## src/rtl/win_scanner.sv

```systemverilog
// Sequential tic-tac-toe win/draw detector: snapshots the board, scans the eight
// lines one per clock, and latches the first result until reset.
module win_scanner (
   input  logic        clk,
   input  logic        reset,
   input  logic [17:0] registers,
   output logic [1:0]  win,
   output logic [2:0]  win_line,
   output logic        busy,
   output logic        game_over
);

   typedef enum logic [1:0] {IDLE, SCAN, DONE} state_t;

   state_t      state_q, state_d;
   logic [17:0] snap_q, snap_d;
   logic [2:0]  idx_q, idx_d;
   logic [1:0]  win_q, win_d;
   logic [2:0]  win_line_q, win_line_d;
   logic        game_over_q, game_over_d;

   logic [3:0]  c0, c1, c2;
   logic [1:0]  v0, v1, v2;
   logic        full;

   function automatic logic [1:0] cell_at(input logic [17:0] b, input logic [3:0] k);
      return b[{k, 1'b0} +: 2];
   endfunction

   always_comb begin
      c0 = 4'd0;
      c1 = 4'd1;
      c2 = 4'd2;
      case (idx_q)
         3'd0: begin c0 = 4'd0; c1 = 4'd1; c2 = 4'd2; end
         3'd1: begin c0 = 4'd3; c1 = 4'd4; c2 = 4'd5; end
         3'd2: begin c0 = 4'd6; c1 = 4'd7; c2 = 4'd8; end
         3'd3: begin c0 = 4'd0; c1 = 4'd3; c2 = 4'd6; end
         3'd4: begin c0 = 4'd1; c1 = 4'd4; c2 = 4'd7; end
         3'd5: begin c0 = 4'd2; c1 = 4'd5; c2 = 4'd8; end
         3'd6: begin c0 = 4'd0; c1 = 4'd4; c2 = 4'd8; end
         3'd7: begin c0 = 4'd2; c1 = 4'd4; c2 = 4'd6; end
         default: ;
      endcase
      v0 = cell_at(snap_q, c0);
      v1 = cell_at(snap_q, c1);
      v2 = cell_at(snap_q, c2);
   end

   // Illegal (11) cells count as occupied for the draw test.
   always_comb begin
      full = 1'b1;
      for (int unsigned i = 0; i < 9; i++) begin
         if (snap_q[2*i +: 2] == 2'b00) full = 1'b0;
      end
   end

   always_comb begin
      state_d     = state_q;
      snap_d      = snap_q;
      idx_d       = idx_q;
      win_d       = win_q;
      win_line_d  = win_line_q;
      game_over_d = 1'b0;
      case (state_q)
         IDLE: begin
            if (registers != snap_q) begin
               snap_d  = registers;
               idx_d   = '0;
               state_d = SCAN;
            end
         end
         SCAN: begin
            if (v0 == 2'b01 && v1 == 2'b01 && v2 == 2'b01) begin
               win_d       = 2'b01;
               win_line_d  = idx_q;
               state_d     = DONE;
               game_over_d = 1'b1;
            end else if (v0 == 2'b10 && v1 == 2'b10 && v2 == 2'b10) begin
               win_d       = 2'b10;
               win_line_d  = idx_q;
               state_d     = DONE;
               game_over_d = 1'b1;
            end else if (idx_q == 3'd7) begin
               if (full) begin
                  win_d       = 2'b11;
                  win_line_d  = '0;
                  state_d     = DONE;
                  game_over_d = 1'b1;
               end else begin
                  state_d = IDLE;
               end
            end else begin
               idx_d = idx_q + 3'd1;
            end
         end
         DONE: ;
         default: state_d = IDLE;
      endcase
   end

   always_ff @(posedge clk or negedge reset) begin
      if (!reset) begin
         state_q     <= IDLE;
         snap_q      <= '0;
         idx_q       <= '0;
         win_q       <= '0;
         win_line_q  <= '0;
         game_over_q <= 1'b0;
      end else begin
         state_q     <= state_d;
         snap_q      <= snap_d;
         idx_q       <= idx_d;
         win_q       <= win_d;
         win_line_q  <= win_line_d;
         game_over_q <= game_over_d;
      end
   end

   assign win       = win_q;
   assign win_line  = win_line_q;
   assign busy      = (state_q == SCAN);
   assign game_over = game_over_q;

endmodule

```

## config.mk

```make
export PLATFORM = sky130hd
export DESIGN_NAME = win_scanner
export DESIGN_NICKNAME = d
export VERILOG_FILES = /design/src/rtl/win_scanner.sv
export SDC_FILE = /design/constraint.sdc
export NUM_CORES = 1
export LEC_CHECK = 0
export CORE_MARGIN = 2
export CORE_UTILIZATION = 55
export DETAILED_ROUTE_END_ITERATION = 12
export PLACE_DENSITY_LB_ADDON = 0.05
export SLEW_MARGIN = 20
export SYNTH_ARGS = -nofsm -noshare
export SYNTH_HDL_FRONTEND = slang
export SYNTH_SLANG_ARGS = --single-unit
export TNS_END_PERCENT = 100
```

## constraint.sdc

```tcl
create_clock -name clk -period 3.96 [get_ports clk]
set_input_delay 0.99 -clock clk [delete_from_list [all_inputs] [get_ports clk]]
set_output_delay 0.99 -clock clk [all_outputs]
set_load 0.02 [all_outputs]
```

# Yosys cells after proc, flatten, opt, wreduce, memory -nomap -nowiden

Memory sizes are Yosys's and may differ from the RTL's.
Index checks and enable logic that the tools add are counted.
Widths: inputs -> output; s select.

Add/subtract/negate cells: 1
Multiply operators: 0
Div/mod/pow operators: 0
Order comparisons: 0
Eq/ne operators: 15
Shift-type cells: 3
Multiplexer cells: 33
Bitwise logic cells: 1
Reduce and logical (&&, ||, !) cells: 21

Operators with widths:

| operator            | number |
|---|---|
| $shiftx 18x6->2     | 3 |
| $mux 3              | 8 |
| $logic_not 2->1     | 10 |
| $mux 2              | 9 |
| $ne 18x18->1        | 1 |
| $mux 1              | 14 |
| $eq 2x1->1 const B  | 4 |
| $eq 2x2->1 const B  | 4 |
| $ne 2x2->1 const B  | 4 |
| $pmux 2 s3          | 1 |
| $pmux 3 s2          | 1 |
| $reduce_and 3->1    | 2 |
| $reduce_bool 3->1   | 2 |
| $reduce_and 5->1    | 1 |
| $logic_and 1x1->1   | 4 |
| $ne 4x1->1 const B  | 1 |
| $add 3x1->3 const B | 1 |
| $eq 3x3->1 const B  | 1 |
| $reduce_and 2->1    | 1 |
| $reduce_bool 2->1   | 1 |
| $not 1->1           | 1 |

Register bits after elaboration: 29
Latch bits: 0
Bits in writable memories: 0
ROM bits: 80
Bits of input ports: 20
Output and inout bits: 7
Memories kept: 1

Memories:

| name             | words | bits a word | rd ports | clocked after memory_dff | wr ports | RTL line | text |
|---|---|---|---|---|---|---|---|
| (name not given) | 8     | 10          | 1        | 0                        | 0        | 34       | `case (idx_q)` |

# Logic depth before layout (Yosys ltp)

Depth after elaboration: 15
Mapped depth: 12
Gate-level depth less buffers: 9

# Worst setup path before layout

OpenSTA, ideal clock, no wires.

Path type: register to register
Start: reg idx_q[0]
End: reg idx_q[0]
Library setup time: 0.136 ns
Data arrival time: 3.161 ns
Required time: 3.824 ns
Slack: 0.664 ns
Stages on the path, launching flop included: 13
Path buffers: 3
Clock period less this slack: 3.296 ns
Cells stage by stage: dfrtp_1 clkbuf_1 inv_1 ha_1 buf_1 nor2b_1 nand3b_1 a222oi_1 or3b_1 and3_4 or4b_1 buf_2 mux2i_1

Word-level cells in the longest chain between the ends: 7

Ends and longest elaborated chain:

| item                                                      | RTL line | text |
|---|---|---|
| start, declared                                           | 17       | `logic [2:0] idx_q, idx_d;` |
| start signal, assigned                                    | 113      | `idx_q <= idx_d;` |
| $mem_v2 8x10                                              | -        |  |
| $shiftx 18x6->2                                           | 27       | `return b[{k, 1'b0} +: 2];` |
| $eq 2x2->1 / $eq 2x1->1 (equally long branches)           | 79, 74   |  |
| $logic_and 1x1->1, on equally long branches (2 in series) | 79, 74   |  |
| $ne 2x2->1 (no source line)                               | -        |  |
| $reduce_and 5->1 (no source line)                         | -        |  |

Parallel ways exist; a longest one is shown, timed or not. The select of a mux whose other input is x is not followed.
A chain may end at the register's enable or synchronous reset.

# Worst setup path after layout

Ends and elaborated chain as after synthesis.

==> metrics.yaml <==
timing:
  max_freq_ghz: 0.287
  period_minus_slack_ns: 3.48
  hold_viol_final: 0
  fin_skew_ns: 0.00930
  period_share_pct: 87.9
  setup-violations-final: 0
  max_slew_margin_pct: 61.9
  slew_viol_final: 0
  grt_setup_unrepaired: "no"
  worst_pin_slew_ns: 0.567
  tns_ns: 0
detailed_routing:
  post_drt_wl_per_cell_um: 17.3
  drt_iter0_markers: 95
  drc_errors: 0
  viasPerCell: 6.17
  firstDrtPassIters: 4
  drtAntennaViolNets: 0
  dr_total_vias: 1560
  totalWireLength_um: 4380
cts:
  cts_resized: 0
  htreeDepth: 2
  numCtsBuffers: 5
  clockBufferDepth: 2
  cts_root_buf: "clkbuf_4"
  tritoncts: "done"
  clk_latency_ns: 0.34
  post_cts_buffers: 0
  cts.clk_slew.worst_paths_ns: 0.08
  clock-sinks: 29
  holdBufCountCts: 0
synth:
  synthTopCellsByCount: "dfrtp_1, mux2_2, mux2i_1"
  synth_compound_area_share_pct: 11.5
  synth-xor-area-share_pct: 7.87
  syn_nets: 207
  yosys.area_share.simple_pct: 8.99
  synth_seq_area_share_pct: 36.2
  ys_ff_latch: 29
  synth.top_cell.area_share_pct: 36.2
  postSynthCellCount: 180
  syn_area_um2: 2000
  synth_top_family_by_area: "multiplexers"
  synth_edf_count: 0
  synthArstFlopShare_pct: 100
  yosys-mux-area-fraction_pct: 27.1
  yosysUniqueCellTypes: 42
  synth_most_common_cell: "dfrtp_1"
  yosys-top-cells-area: "dfrtp_1, mux2_2, mux2i_1"
  yosysTopAreaCell: "dfrtp_1"
  ys_warn_count: 0
  syn_avg_cell_area_um2: 11.1
  synthAdderAreaFrac_pct: 4.37
  synth-main-ff-cell: "dfrtp_1"
layout:
  nets: 233
  fin_area_um2: 2350
  drive_gt1_share_pct: 20.3
  utilization_pct: 68.9
  area_delta_synth_final_pct: 17.5
  diodes: 0
  final_cells: 253
placed_design:
  port_buffers: 26
  dp_cells: 245
  place_hpwl_um: 3300
  gp_congestion: 0.926
  placed_area_um2: 2300
floorplanning:
  start_util_pct: 58.6
  die_x_um: 64.4
  core_um2: 3420
  die_h_um: 64.4
  rows: 21
  ios: 27
  die_area_um2: 4140
grt:
  grt_remaining_overflow: 0
  grt_max_degree: 30
  grt_usage_pct: 24.0
  grt_pass1_vias: 1565
  grt_pass1_wl_um: 7520
  grt_antenna_before_repair: 0
power:
  total_leakage_power_nw: 0.994
  p_per_area_nw_per_um2: 956
  ir_worst_vdd_uv: 471
worst_setup_path:
  cp-start-kind: "flip-flop"
  crit_type: "reg2reg"
  crit_fanout: 13
  reg2reg_depth: 9
  cp.required_ns: 4.16
  cp-end-kind: "flip-flop"
  critical_path_arrival_ns: 3.68
run:
  maxCapViolations: 0
hold_path:
  min_path_type: "reg2reg"
  whs_path_depth: 1
outcome:
  outcome: "finished clean"
-- kinds of logic (layout without fill, tap and decap cells) --
group | after synthesis | count (layout)
fa+ha+maj | 7 | 7
simple gates | 31 | 31
xor+xnor | 18 | 18
compound gates | 32 | 32
buf+inv | 18 | 45
flops | 29 | 29
mux | 45 | 45
-- cell usage in the layout (no fill, tap or decap), types with 2 or more instances in the layout --
master,count
xor2_1,14
clkbuf_4,5
mux2_2,24
inv_1,8
buf_4,3
o22ai_1,3
dfrtp_1,29
clkinv_2,2
nor2_1,4
xnor2_1,4
a22oi_1,2
nand2_1,6
mux4_2,4
nor3_1,2
clkdlybuf4s50_1,26
mux2i_1,16
a311oi_1,2
ha_1,7
nand4_1,2
a32o_1,3
o21ai_0,4
nor3b_1,2
nor2b_1,3
nor4_1,6
a21oi_1,8
-- area by class of cell --
cell class,instances,area (um2)
clock buffer,6,41.3
sequential,29,726
clock inverter,2,10.0
timing repair buffer,29,283
multi-input combinational,133,1210
tap,46,57.6
fill,278,1060
inverter,8,30.0
-- metrics by stage --
step / setup slack, ns / total power [mW] / hold WS, ns
3_3_place_gp: 0.536 / 2.04 / 0.480
4_1_cts: 0.499 / 2.24 / 0.499
6_report: 0.480 / 2.25 / 0.494
2_1_floorplan: 0.664 / 1.73 / 0.450
3_5_place_dp: 0.516 / 2.06 / 0.481
5_1_grt: 0.304 / 2.42 / 0.524
-- report_power, final --
part,internal [mW],leakage (nW),switching [mW]
Clock,0.0674,0.0320,0.103
Sequential,0.445,0.348,0.230
Combinational,0.731,0.614,0.672
Total,1.24,0.994,1.01
-- state kept, by name, summed over array words and instances (netlist names) --
signal / cells
idx_q: 3
win_line: 3
snap_q: 18
state_q: 2
win: 2
game_over: 1
-- per-layer routing --
| layer | track usage [%] | share of wire, % |
|---|---|---|
| met1 | 29.6 | 42 |
| met2 | 40.0 | 49 |
| met3 | 5.81 | 6.1 |
| met4 | 10.4 | 2.6 |
| met5 | 0 | 0 |
-- final timing paths --
path,startpoint,endpoint,slack (ns)
setup / recovery,idx_q[0],idx_q[0],0.48
hold / removal,win_line[2],win_line[2],0.49
setup reg to reg,idx_q[0],idx_q[0],0.48
hold reg to reg,win_line[2],win_line[2],0.49
max in group asynchronous,reset,snap_q[9],2.66
min in group asynchronous,reset,win[1],1.03
-- worst max-delay path, stage by stage, from the launching register on --
cell     delay, ns
dfrtp_1       0.58
inv_1         0.18
ha_1          0.52
nor2b_1       0.23
a21oi_1       0.27
mux4_2        0.57
nand4_1       0.11
nor3_1        0.09
or4b_1        0.65
mux2i_1       0.17
(Power assumes the default switching activity.)
==> RTL edit (config.mk and constraints unchanged) <==
Register the output `busy`, cleared by the reset; this adds one clock of latency there. The other outputs are not delayed to match.
--- a/src/rtl/win_scanner.sv
+++ b/src/rtl/win_scanner.sv
@@ -120,5 +120,11 @@
    assign win       = win_q;
    assign win_line  = win_line_q;
-   assign busy      = (state_q == SCAN);
+   always_ff @(posedge clk or negedge reset) begin
+      if (!reset) begin
+         busy <= '0;
+      end else begin
+         busy <= (state_q == SCAN);
+      end
+   end
    assign game_over = game_over_q;
 
Function: changed (Yosys sat finds a counterexample within 4 cycles, from zero or initial values and one cycle with reset low).
==> RTL edit against the unedited design <==
Largest power group unchanged; sequential cell count is 1 higher; critical path type unchanged; synthesized cell count is 3.9% higher; combinational power is 7% higher; setup slack better by 0.056 ns; critical endpoint is now win_line[0]; routed wire length is 11% higher; synthesized area is 5.0% higher; utilization is 0.21 points lower; total power is 9.9% higher; design area is 6.9% higher; global-route usage is 2.1 points higher.
==> RTL edit: results (changes against the unedited design) <==
| Metric | Value |
|---|---|
| Status | `finished, final reports clean` |
| Syn Nets | `214 (+3.4%)` |
| Critical Path AT | `3.58 ns (-0.10 ns)` |
| Worst hold margin | `0.488 ns (-0.00681 ns)` |
| # fillers | `290 (+4.3%)` |
| Library cells used by synthesis | `44 (+4.8%)` |
| Setup WS pre-CTS | `0.568 ns (+0.0523 ns)` |
| Pwr/cell area | `983 nW/µm² (+2.8%)` |
| Largest net degree at the start of global routing | `31 (+3.3%)` |
| Reg clk slew, reported paths | `0.06 ns (-0.02 ns)` |
| First-pass GRT wire length | `8270 µm (+9.9%)` |
| Lkg Pwr | `1.04 nW (+4.2%)` |
| Crit path largest cell delay | `0.58 ns (-0.07 ns)` |
| Fin Clk Skew | `0.00457 ns (-0.00474 ns)` |
| Root Buffer | `clkbuf_8` |
| Share of layout cells above drive strength 1 | `0.242 (+0.0391)` |
| Register area share after synthesis | `0.357 (-0.00534)` |
| DP Area | `2420 µm² (+5.3%)` |
| Dominant cells by area after synthesis | `dfrtp_1 (36%), mux2_2 (16%), mux2i_1 (7.6%)` |
| RR Startpoint | `idx_q[1]` |
| Vias in the first global route | `1653 (+5.6%)` |
| Worst IR Drop VDD | `0.000592 V (+25%)` |
| Vias post-DR | `1616 (+3.6%)` |
| Met3 Use GR | `0.0596 (+0.00153)` |
| CP max FO | `8 (-5)` |
| Slew @ Worst Pin | `0.650 ns (+0.0827 ns)` |
| Met2 Usage GRT | `0.396 (-0.00327)` |
-- RTL edit: cell types whose count changed after synthesis, moves of 3 or more --
| cell | change |
|---|---|
| mux2_2 | +5 |
| a21oi_1 | -3 |
| buf_2 | -3 |
| nand2_1 | +3 |
| nor2_1 | +3 |
| nor4_1 | -3 |
-- RTL edit: logic make-up (layout without fill, tap and decap cells) --
kind of cell / Yosys count / after routing / share of synthesized area
buffers and inverters: 16 / 48 / 0.0357
AO/OA/AOI/OAI: 32 / 32 / 0.125
adder cells (fa/ha/maj): 7 / 7 / 0.0416
XOR/XNOR: 18 / 18 / 0.0750
flip-flops: 30 / 30 / 0.357
AND/OR/NAND/NOR: 35 / 35 / 0.0916
multiplexers: 49 / 49 / 0.274
-- RTL edit: routing by layer --
metal	vias up	share of wire
met5	-	0
met4	0	0.018
met3	8	0.048
met2	45	0.47
met1	798	0.46
li1	765	-
-- RTL edit: layout make-up --
| class | instances | share of cell area |
|---|---|---|
| clock inverters | 1 | 0.00199 |
| inverters | 10 | 0.0149 |
| multi-input cells | 141 | 0.511 |
| repair buffers | 30 | 0.115 |
| flip-flops and latches | 30 | 0.299 |
| well taps | 48 | 0.0239 |
| clock buffers | 7 | 0.0343 |
-- RTL edit: worst register-to-register path, delay by kind of cell, from the launching register on --
kind / cells / cell delay [ns]
AOI/OAI and AO/OA: 3 / 0.72
and+or+nand+nor: 3 / 0.82
adders and majority gates: 1 / 0.50
buffers and inverters: 1 / 0.22
muxes: 1 / 0.59
DFF: 1 / 0.44
-- RTL edit: worst min path at each step --
stage                          start          to  depth (start not counted)
after global routing          win[0]      win[0]                          1
after floorplan           state_q[1]  state_q[1]                          1
after global placement        win[0]      win[0]                          1
final                         win[0]      win[0]                          1
after CTS                     win[0]      win[0]                          1
after detailed placement      win[0]      win[0]                          1
-- RTL edit: power breakdown --
part | total, mW | internal [mW] | switching (mW)
sequential | 0.719 | 0.461 | 0.258
clock | 0.254 | 0.140 | 0.114
combinational | 1.50 | 0.779 | 0.720
total | 2.47 | 1.38 | 1.09
